--- src/rtl/huffman_unpack_if.sv ---
// Bus bundle between the Huffman bit unpacker and its neighbours: the packed-word
// input handshake on one side and the peek/consume window on the other.
interface huffman_unpack_if #(
    parameter int W = 8,
    parameter int C = 4
);
    logic [W-1:0] d_in;
    logic         en_in;
    logic         rdy_in;
    logic [W-1:0] d_out;
    logic         vld_out;
    logic         take;
    logic [C-1:0] w_take;
    logic         drain;
    logic [C+1:0] cnt_out;
    logic         err_out;

    // Unpacker side
    modport slave (
        input  d_in, en_in, take, w_take, drain,
        output rdy_in, d_out, vld_out, cnt_out, err_out
    );

    // Upstream packer / downstream decoder side
    modport master (
        output d_in, en_in, take, w_take, drain,
        input  rdy_in, d_out, vld_out, cnt_out, err_out
    );
endinterface

--- src/rtl/huffman_unpack.sv ---
// Receive-side Huffman bit unpacker. Packed W-bit words are appended to a
// 2W-bit MSB-aligned bit buffer; the top W bits form the peek window for the
// code-table decoder, which consumes a variable number of bits per cycle.
module huffman_unpack #(
    parameter int W = 8,
    parameter int C = 4
) (
    input logic             clk,
    input logic             rst,
    huffman_unpack_if.slave bus
);
    localparam logic [C+1:0] W_CNT = (C+2)'(W);

    // Buffer state: cnt valid bits left-aligned in acc, zeros below them.
    logic [2*W-1:0] acc;
    logic [C+1:0]   cnt;
    logic           err;

    logic [C+1:0]   w_ext;
    logic           rdy;
    logic           vld;
    logic           take_ok;
    logic           load_ok;
    logic           err_next;
    logic [2*W-1:0] acc_shift;
    logic [C+1:0]   cnt_shift;
    logic [2*W-1:0] acc_next;
    logic [C+1:0]   cnt_next;

    // Place a word directly below the pos valid bits already in the buffer.
    // Bits below the valid region are zero, so an OR merges without masking.
    function automatic logic [2*W-1:0] append_word(
        input logic [2*W-1:0] base,
        input logic [W-1:0]   word,
        input logic [C+1:0]   pos
    );
        logic [2*W-1:0] placed;
        placed = {word, {W{1'b0}}} >> pos;
        return base | placed;
    endfunction

    // Flags depend only on registered state (plus drain for the tail window).
    assign rdy   = (cnt <= W_CNT);
    assign vld   = (cnt >= W_CNT) || (bus.drain && (cnt != '0));
    assign w_ext = {2'b00, bus.w_take};

    assign take_ok  = bus.take && vld && (w_ext != '0) && (w_ext <= W_CNT) && (w_ext <= cnt);
    assign load_ok  = bus.en_in && rdy;
    assign err_next = (bus.take && !take_ok) || (bus.en_in && !rdy);

    // Next buffer contents: consume from the head first, then append the new word.
    always_comb begin
        acc_shift = acc;
        cnt_shift = cnt;
        if (take_ok) begin
            acc_shift = acc << bus.w_take;
            cnt_shift = cnt - w_ext;
        end
        acc_next = acc_shift;
        cnt_next = cnt_shift;
        if (load_ok) begin
            acc_next = append_word(acc_shift, bus.d_in, cnt_shift);
            cnt_next = cnt_shift + W_CNT;
        end
    end

    // Register buffer state and the one-cycle error pulse; reset drops all buffered bits.
    always_ff @(posedge clk) begin
        if (rst) begin
            acc <= '0;
            cnt <= '0;
            err <= 1'b0;
        end else begin
            acc <= acc_next;
            cnt <= cnt_next;
            err <= err_next;
        end
    end

    assign bus.d_out   = acc[2*W-1 -: W];
    assign bus.vld_out = vld;
    assign bus.rdy_in  = rdy;
    assign bus.cnt_out = cnt;
    assign bus.err_out = err;
endmodule
--- src/flat_wrapper.sv ---
// flat-port wrapper written by rule: the top's interface ports become plain ports
module huffman_unpack_flat 
#(
    parameter int W = 8,
    parameter int C = 4
)
  (clk, rst, bus_d_in, bus_en_in, bus_take, bus_w_take, bus_drain, bus_rdy_in, bus_d_out, bus_vld_out, bus_cnt_out, bus_err_out);
  huffman_unpack_if #(.W(W), .C(C)) bus_i ();
  input logic clk;
  input logic rst;
  input wire logic [$bits(bus_i.d_in)-1:0] bus_d_in;
  input wire logic [$bits(bus_i.en_in)-1:0] bus_en_in;
  input wire logic [$bits(bus_i.take)-1:0] bus_take;
  input wire logic [$bits(bus_i.w_take)-1:0] bus_w_take;
  input wire logic [$bits(bus_i.drain)-1:0] bus_drain;
  output wire logic [$bits(bus_i.rdy_in)-1:0] bus_rdy_in;
  output wire logic [$bits(bus_i.d_out)-1:0] bus_d_out;
  output wire logic [$bits(bus_i.vld_out)-1:0] bus_vld_out;
  output wire logic [$bits(bus_i.cnt_out)-1:0] bus_cnt_out;
  output wire logic [$bits(bus_i.err_out)-1:0] bus_err_out;
  assign bus_i.d_in = bus_d_in;
  assign bus_i.en_in = bus_en_in;
  assign bus_i.take = bus_take;
  assign bus_i.w_take = bus_w_take;
  assign bus_i.drain = bus_drain;
  assign bus_rdy_in = bus_i.rdy_in;
  assign bus_d_out = bus_i.d_out;
  assign bus_vld_out = bus_i.vld_out;
  assign bus_cnt_out = bus_i.cnt_out;
  assign bus_err_out = bus_i.err_out;
  huffman_unpack #(.W(W), .C(C)) u_core (.clk(clk), .rst(rst), .bus(bus_i));
endmodule
--- config.mk ---
export PLATFORM = sky130hd
export DESIGN_NAME = huffman_unpack_flat
export DESIGN_NICKNAME = d
export VERILOG_FILES = /design/src/rtl/huffman_unpack_if.sv /design/src/rtl/huffman_unpack.sv /design/src/flat_wrapper.sv
export SDC_FILE = /design/constraint.sdc
export NUM_CORES = 1
export LEC_CHECK = 0
export CORE_MARGIN = 5
export CORE_UTILIZATION = 61
export DETAILED_ROUTE_END_ITERATION = 6
export DONT_BUFFER_PORTS = 1
export PLACE_DENSITY_LB_ADDON = 0.1
export SETUP_SLACK_MARGIN = 0.15
export SLEW_MARGIN = 20
export SYNTH_ARGS = -nofsm -noshare
export SYNTH_HDL_FRONTEND = slang
export SYNTH_SLANG_ARGS = --single-unit
--- constraint.sdc ---
create_clock -name clk -period 7.45 [get_ports clk]
set_input_delay 1.1175 -clock clk [delete_from_list [all_inputs] [get_ports clk]]
set_output_delay 1.1175 -clock clk [all_outputs]
set_load 0.01 [all_outputs]
=== Word-level counts from Yosys, hierarchy flattened ===
Index checks and enable logic that the tools add are counted.

* Output and inout port bits: 17
* Flip-flop bits (word level): 23
* Word-level logic and storage cells: 30

* Add/subtract/negate cells: 2
* Reductions and logical operators: 14
* Shifts and indexed selects: 2
* Magnitude comparators: 4
* Bitwise gates (word level): 1
* Mux-type cells: 4

{| class="wikitable"
|+ Operators with widths
! kind !! number
|-
| 16-bit 2-to-1 mux || 2
|-
| 16-bit OR || 1
|-
| 16-bit by 4-bit << shifter with 16-bit output || 1
|-
| 16-bit by 6-bit >> shifter with 16-bit output || 1
|-
| 6-bit 2-to-1 mux || 2
|-
| 6-bit nonzero test || 2
|-
| 1-bit logical AND || 8
|-
| 6-bit by 4-bit adder with 6-bit output (second input constant) || 1
|-
| 6-bit by 4-bit greater-or-equal comparator with 1-bit output (second input constant) || 1
|-
| 4-bit by 6-bit less-or-equal comparator with 1-bit output || 1
|-
| 6-bit by 4-bit less-or-equal comparator with 1-bit output (second input constant) || 1
|-
| 6-bit by 4-bit subtractor with 6-bit output || 1
|-
| 4-bit less-or-equal comparator (second input constant) || 1
|-
| 1-bit zero test || 2
|-
| 1-bit logical OR || 2
|}

=== Logic depth before layout (Yosys ltp) ===
* Depth in word-level cells: 11
* Depth in mapped cells: 15
* Mapped depth without buffers: 13

=== Least setup slack after synthesis ===
No wires, ideal clock.

* Path kind: input to register
* From: input port bus_w_take[1]
* To: register u_core.acc[9]
* Stages: 14
* Required time: 7,316 ps
* Setup time: 134 ps
* Data arrival time: 4,412 ps
* Setup slack: 2,905 ps
* Cell sequence: clkbuf_1 > buf_1 > buf_2 > inv_1 > fa_1 > a21o_1 > a21oi_2 > a311oi_1 > buf_4 > mux2i_4 > mux2_1 > a221o_1 > o21ai_1 > o22ai_1

* Cells in the longest elaborated chain, start to end: 8
* Elaborated cells on any way between the ends: 13

{| class="wikitable"
|+ RTL lines
! what !! line !! text
|-
| start, declared || flat_wrapper.sv:14 || <nowiki>input wire logic [$bits(bus_i.w_take)-1:0] bus_w_take;</nowiki>
|-
| branches (longest 7 deep; another with 4-bit by 6-bit less-or-equal comparator with 1-bit output) || - ||
|-
| 16-bit 2-to-1 mux (*) || huffman_unpack.sv:61 || <nowiki>if (load_ok) begin</nowiki>
|-
| end signal, assigned || huffman_unpack.sv:74 || <nowiki>acc <= acc_next;</nowiki>
|-
| end, declared || huffman_unpack.sv:15 || <nowiki>logic [2*W-1:0] acc;</nowiki>
|}

Every way passes the cells marked *.
A chain may end at the register's enable or synchronous reset.

=== Worst setup path after layout ===
* From: input port bus_w_take[2]
* To: register u_core.acc[3]

The elaborated chain is that of the path after synthesis.

==> metrics.md <==
| Metric | Value |
|---|---|
| Number of global-route vias before repair | `1,959` |
| CTS tree | `done` |
| # rows | `22` |
| Worst EP arrival | `4.02 ns` |
| Hold Path Sink | `u_core.acc[14]` |
| P per Cell Area | `295 nW/µm²` |
| Starting Density | `0.639` |
| RSZ-0062 raised after global routing | `false` |
| Final period util | `0.521` |
| Max-Cap Viols | `0` |
| Slowest CP cell | `xor2_1` |
| Die height | `72.4 µm` |
| Min Tclk post-route | `3.88 ns` |
| Syn nets | `314` |
| Pins over their slew limit | `0` |
| First-pass GRT wire length | `9930 µm` |
| Flop2flop setup slack | `3.98 ns` |
| Ports | `34` |
| Critical path class | `input pin to flip-flop` |
| CTS Hold Bufs | `0` |
| Clock Power Share | `0.111` |
| Initial antenna violation count | `0` |
| FILL cells | `353` |
| Most frequent cells in the layout | `36 x nor2_1, 33 x mux2i_1, 23 x dfxtp_1` |
| Clk sinks | `23` |
| Setup TNS | `0 ns` |
| CTS resizes | `0` |
| TritonCTS buffer count | `3` |
| Routed WL per cell | `19.6 µm` |
| Pin count of the biggest net entering global routing | `31` |
| Ant diodes | `0` |
| Final Setup Violations | `0` |
| Slew headroom | `0.479` |
| CTS Root Cell | `clkbuf_8` |
| Worst-path clk slew | `0.08 ns` |
| Syn avg cell area | `8.16 µm²` |
| PortBufs | `0` |
| Synth Instances | `291` |
| Hold Path Cell Cnt | `2` |
| Core Area | `3720 µm²` |
| Layout cells sized above 1 | `0.104` |
| Register Area | `460 µm²` |
| GRT Overall Usage | `0.235` |
| Drt first pass iters | `5` |
| DR DRC count | `0` |
| H-tree Lvls | `1` |
| CTS Buffer Depth | `2` |
| Yosys warnings | `0` |
| Switch Pwr | `0.000330 W` |
| RR Endpoint | `u_core.acc[3]` |
| Worst-margin pin slew | `0.776 ns` |
| Via count | `2,209` |
| Multi-input gate area | `1730 µm²` |
| Crit path top cell by count | `nor2_1` |
| Area Overhead vs Synth | `-1.11%` |
| Final Hold Vio Count | `0` |
| Routability Congestion | `0.860` |
| Die Span X | `72.4 µm` |
| Max stage delay on crit path | `0.53 ns` |
| Post-route cell area | `2350 µm²` |
| CP startpoint kind | `input pin` |
| Pint | `0.000363 W` |
| DR vias/cell | `6.99` |
| Dpl cell area | `2300 µm²` |
| Top_reg_cell synth | `dfxtp_1` |
| Status | `finished, final reports clean` |
| Critical path peak fanout | `30` |
| Latest clock arrival within the worst-skew pair | `0.26 ns` |
| Yosys reg bits | `23` |
| Final wirelength | `6190 µm` |
| Sequential share of power | `0.332` |
| Final hold slack | `0.612 ns` |
| Netlist cell types | `59` |
| Grt total ovfl | `0` |
| Peak supply drop | `0.172 mV` |
| Fmax | `0.258 GHz` |
| Leak | `0.918 nW` |
| Critical path cell sequence | `inv_1 > ha_1 > a21o_1 > a21oi_2 > a311o_1 > buf_4 > nor2_1 > xor2_1 > nor2_1 > a22oi_1 > o221ai_1` |
| HPWL Detailed | `4750 µm` |
| EDFF count, synth | `0` |
| Routed Antenna Nets | `0` |
| Worst hold start | `u_core.acc[14]` |
| Leading cell type in the layout, fill and taps excluded | `nor2_1` |
| Post-synthesis sequential area ratio | `0.194` |
| Switching Fraction | `0.476` |
| Asr flop ratio synth | `0` |
| Worst Setup End Kind | `flip-flop` |
| Worst r2r src | `u_core.bus.cnt_out[0]` |
| Post-Syn Area | `2370 µm²` |
| Share of total power in combinational logic | `0.556` |
| Detailed router's first-iteration violation count | `231` |
| Worst Reg-to-Reg Cells | `13` |
| Post-CTS setup buffers | `0` |
| Clk_skew | `0.00116 ns` |
| Final nets | `292` |
| Die area | `5240 µm²` |
| HP Class | `flip-flop to flip-flop` |
| Worst Path Required | `7.59 ns` |
## worst max-delay path by stage
stage                        from             end  slack, ns  cells after the start
finish              bus_w_take[2]   u_core.acc[3]       3.57                     11
global route        bus_w_take[2]  u_core.acc[11]       3.31                     10
CTS                 bus_w_take[2]   u_core.acc[3]       3.62                     10
detailed placement  bus_w_take[2]   u_core.acc[3]       3.34                     10
global placement    bus_w_take[2]   u_core.acc[3]       3.39                     11
floorplan           bus_w_take[1]   u_core.acc[9]       2.90                     14
## cell families after synthesis
logic type / share of synthesized area
AO/OA/AOI/OAI: 0.220
adder cells (fa/ha/maj): 0.0348
multiplexers: 0.264
flip-flops: 0.194
AND/OR/NAND/NOR: 0.186
XOR/XNOR: 0.0221
buffers and inverters: 0.0790
## layer usage
metal  routed length (µm)  GRT usage  share of wire  vias up
li1                     -          -              -     1051
met1                 2970      0.358           0.48     1050
met2                 2680      0.350           0.43       97
met3                  448     0.0305          0.072       11
met4                   95     0.0553          0.015        0
met5                    0          0              0        -
## area by class of cell
type / count / area share
Clock inverter: 1 / 0.00213
Clock buffer: 3 / 0.0176
Sequential cell: 23 / 0.196
Tap cell: 48 / 0.0256
Multi-Input combinational cell: 230 / 0.738
Inverter: 9 / 0.0144
Timing Repair Buffer: 2 / 0.00639
## state kept, by name, indices dropped and copies added, names as in the netlist
register	cells
u_core.acc	16
u_core.bus.cnt_out	6
u_core.bus.err_out	1
## per-stage QoR
step / utilization / cells / total power [W] / worst slack [ns]
floorplan: - / 291 / 0.000555 / 2.90
global placement: 0.620 / 312 / 0.000610 / 3.39
detailed placement: 0.620 / 312 / 0.000610 / 3.34
CTS: 0.632 / 316 / 0.000688 / 3.62
global route: 0.632 / 316 / 0.000741 / 3.31
finish: 0.632 / 316 / 0.000693 / 3.57
## power by group through the flow
stage	registers, W	clock network, W	logic (W)
finish	0.000230	0.0000772	0.000386
global route	0.000236	0.0000840	0.000421
CTS	0.000229	0.0000783	0.000380
detailed placement	0.000232	0	0.000377
global placement	0.000232	0	0.000378
floorplan	0.000200	0	0.000355
## cells in the mapped netlist (6+ instances only)
cell,instances,share of area
dfxtp_1,23,0.19
mux4_2,7,0.066
a21oi_1,19,0.040
nand4_1,6,0.016
nor4_1,7,0.018
nand2_1,15,0.024
mux2i_1,33,0.14
inv_1,8,0.013
mux2_2,7,0.033
nand3_1,10,0.021
clkbuf_1,11,0.017
buf_4,9,0.028
nor3_1,11,0.023
a211oi_1,10,0.032
nor2_1,36,0.057
o22ai_1,6,0.016
## critical path, delay by kind of cell
family / cells / cell delay (ns)
adder cells (fa/ha/maj): 1 / 0.35
AND/OR/NAND/NOR: 2 / 0.35
AO/OA/AOI/OAI: 5 / 1.11
buffers and inverters: 2 / 0.56
XOR/XNOR: 1 / 0.53
No activity file was read; power rests on OpenSTA's default activity.
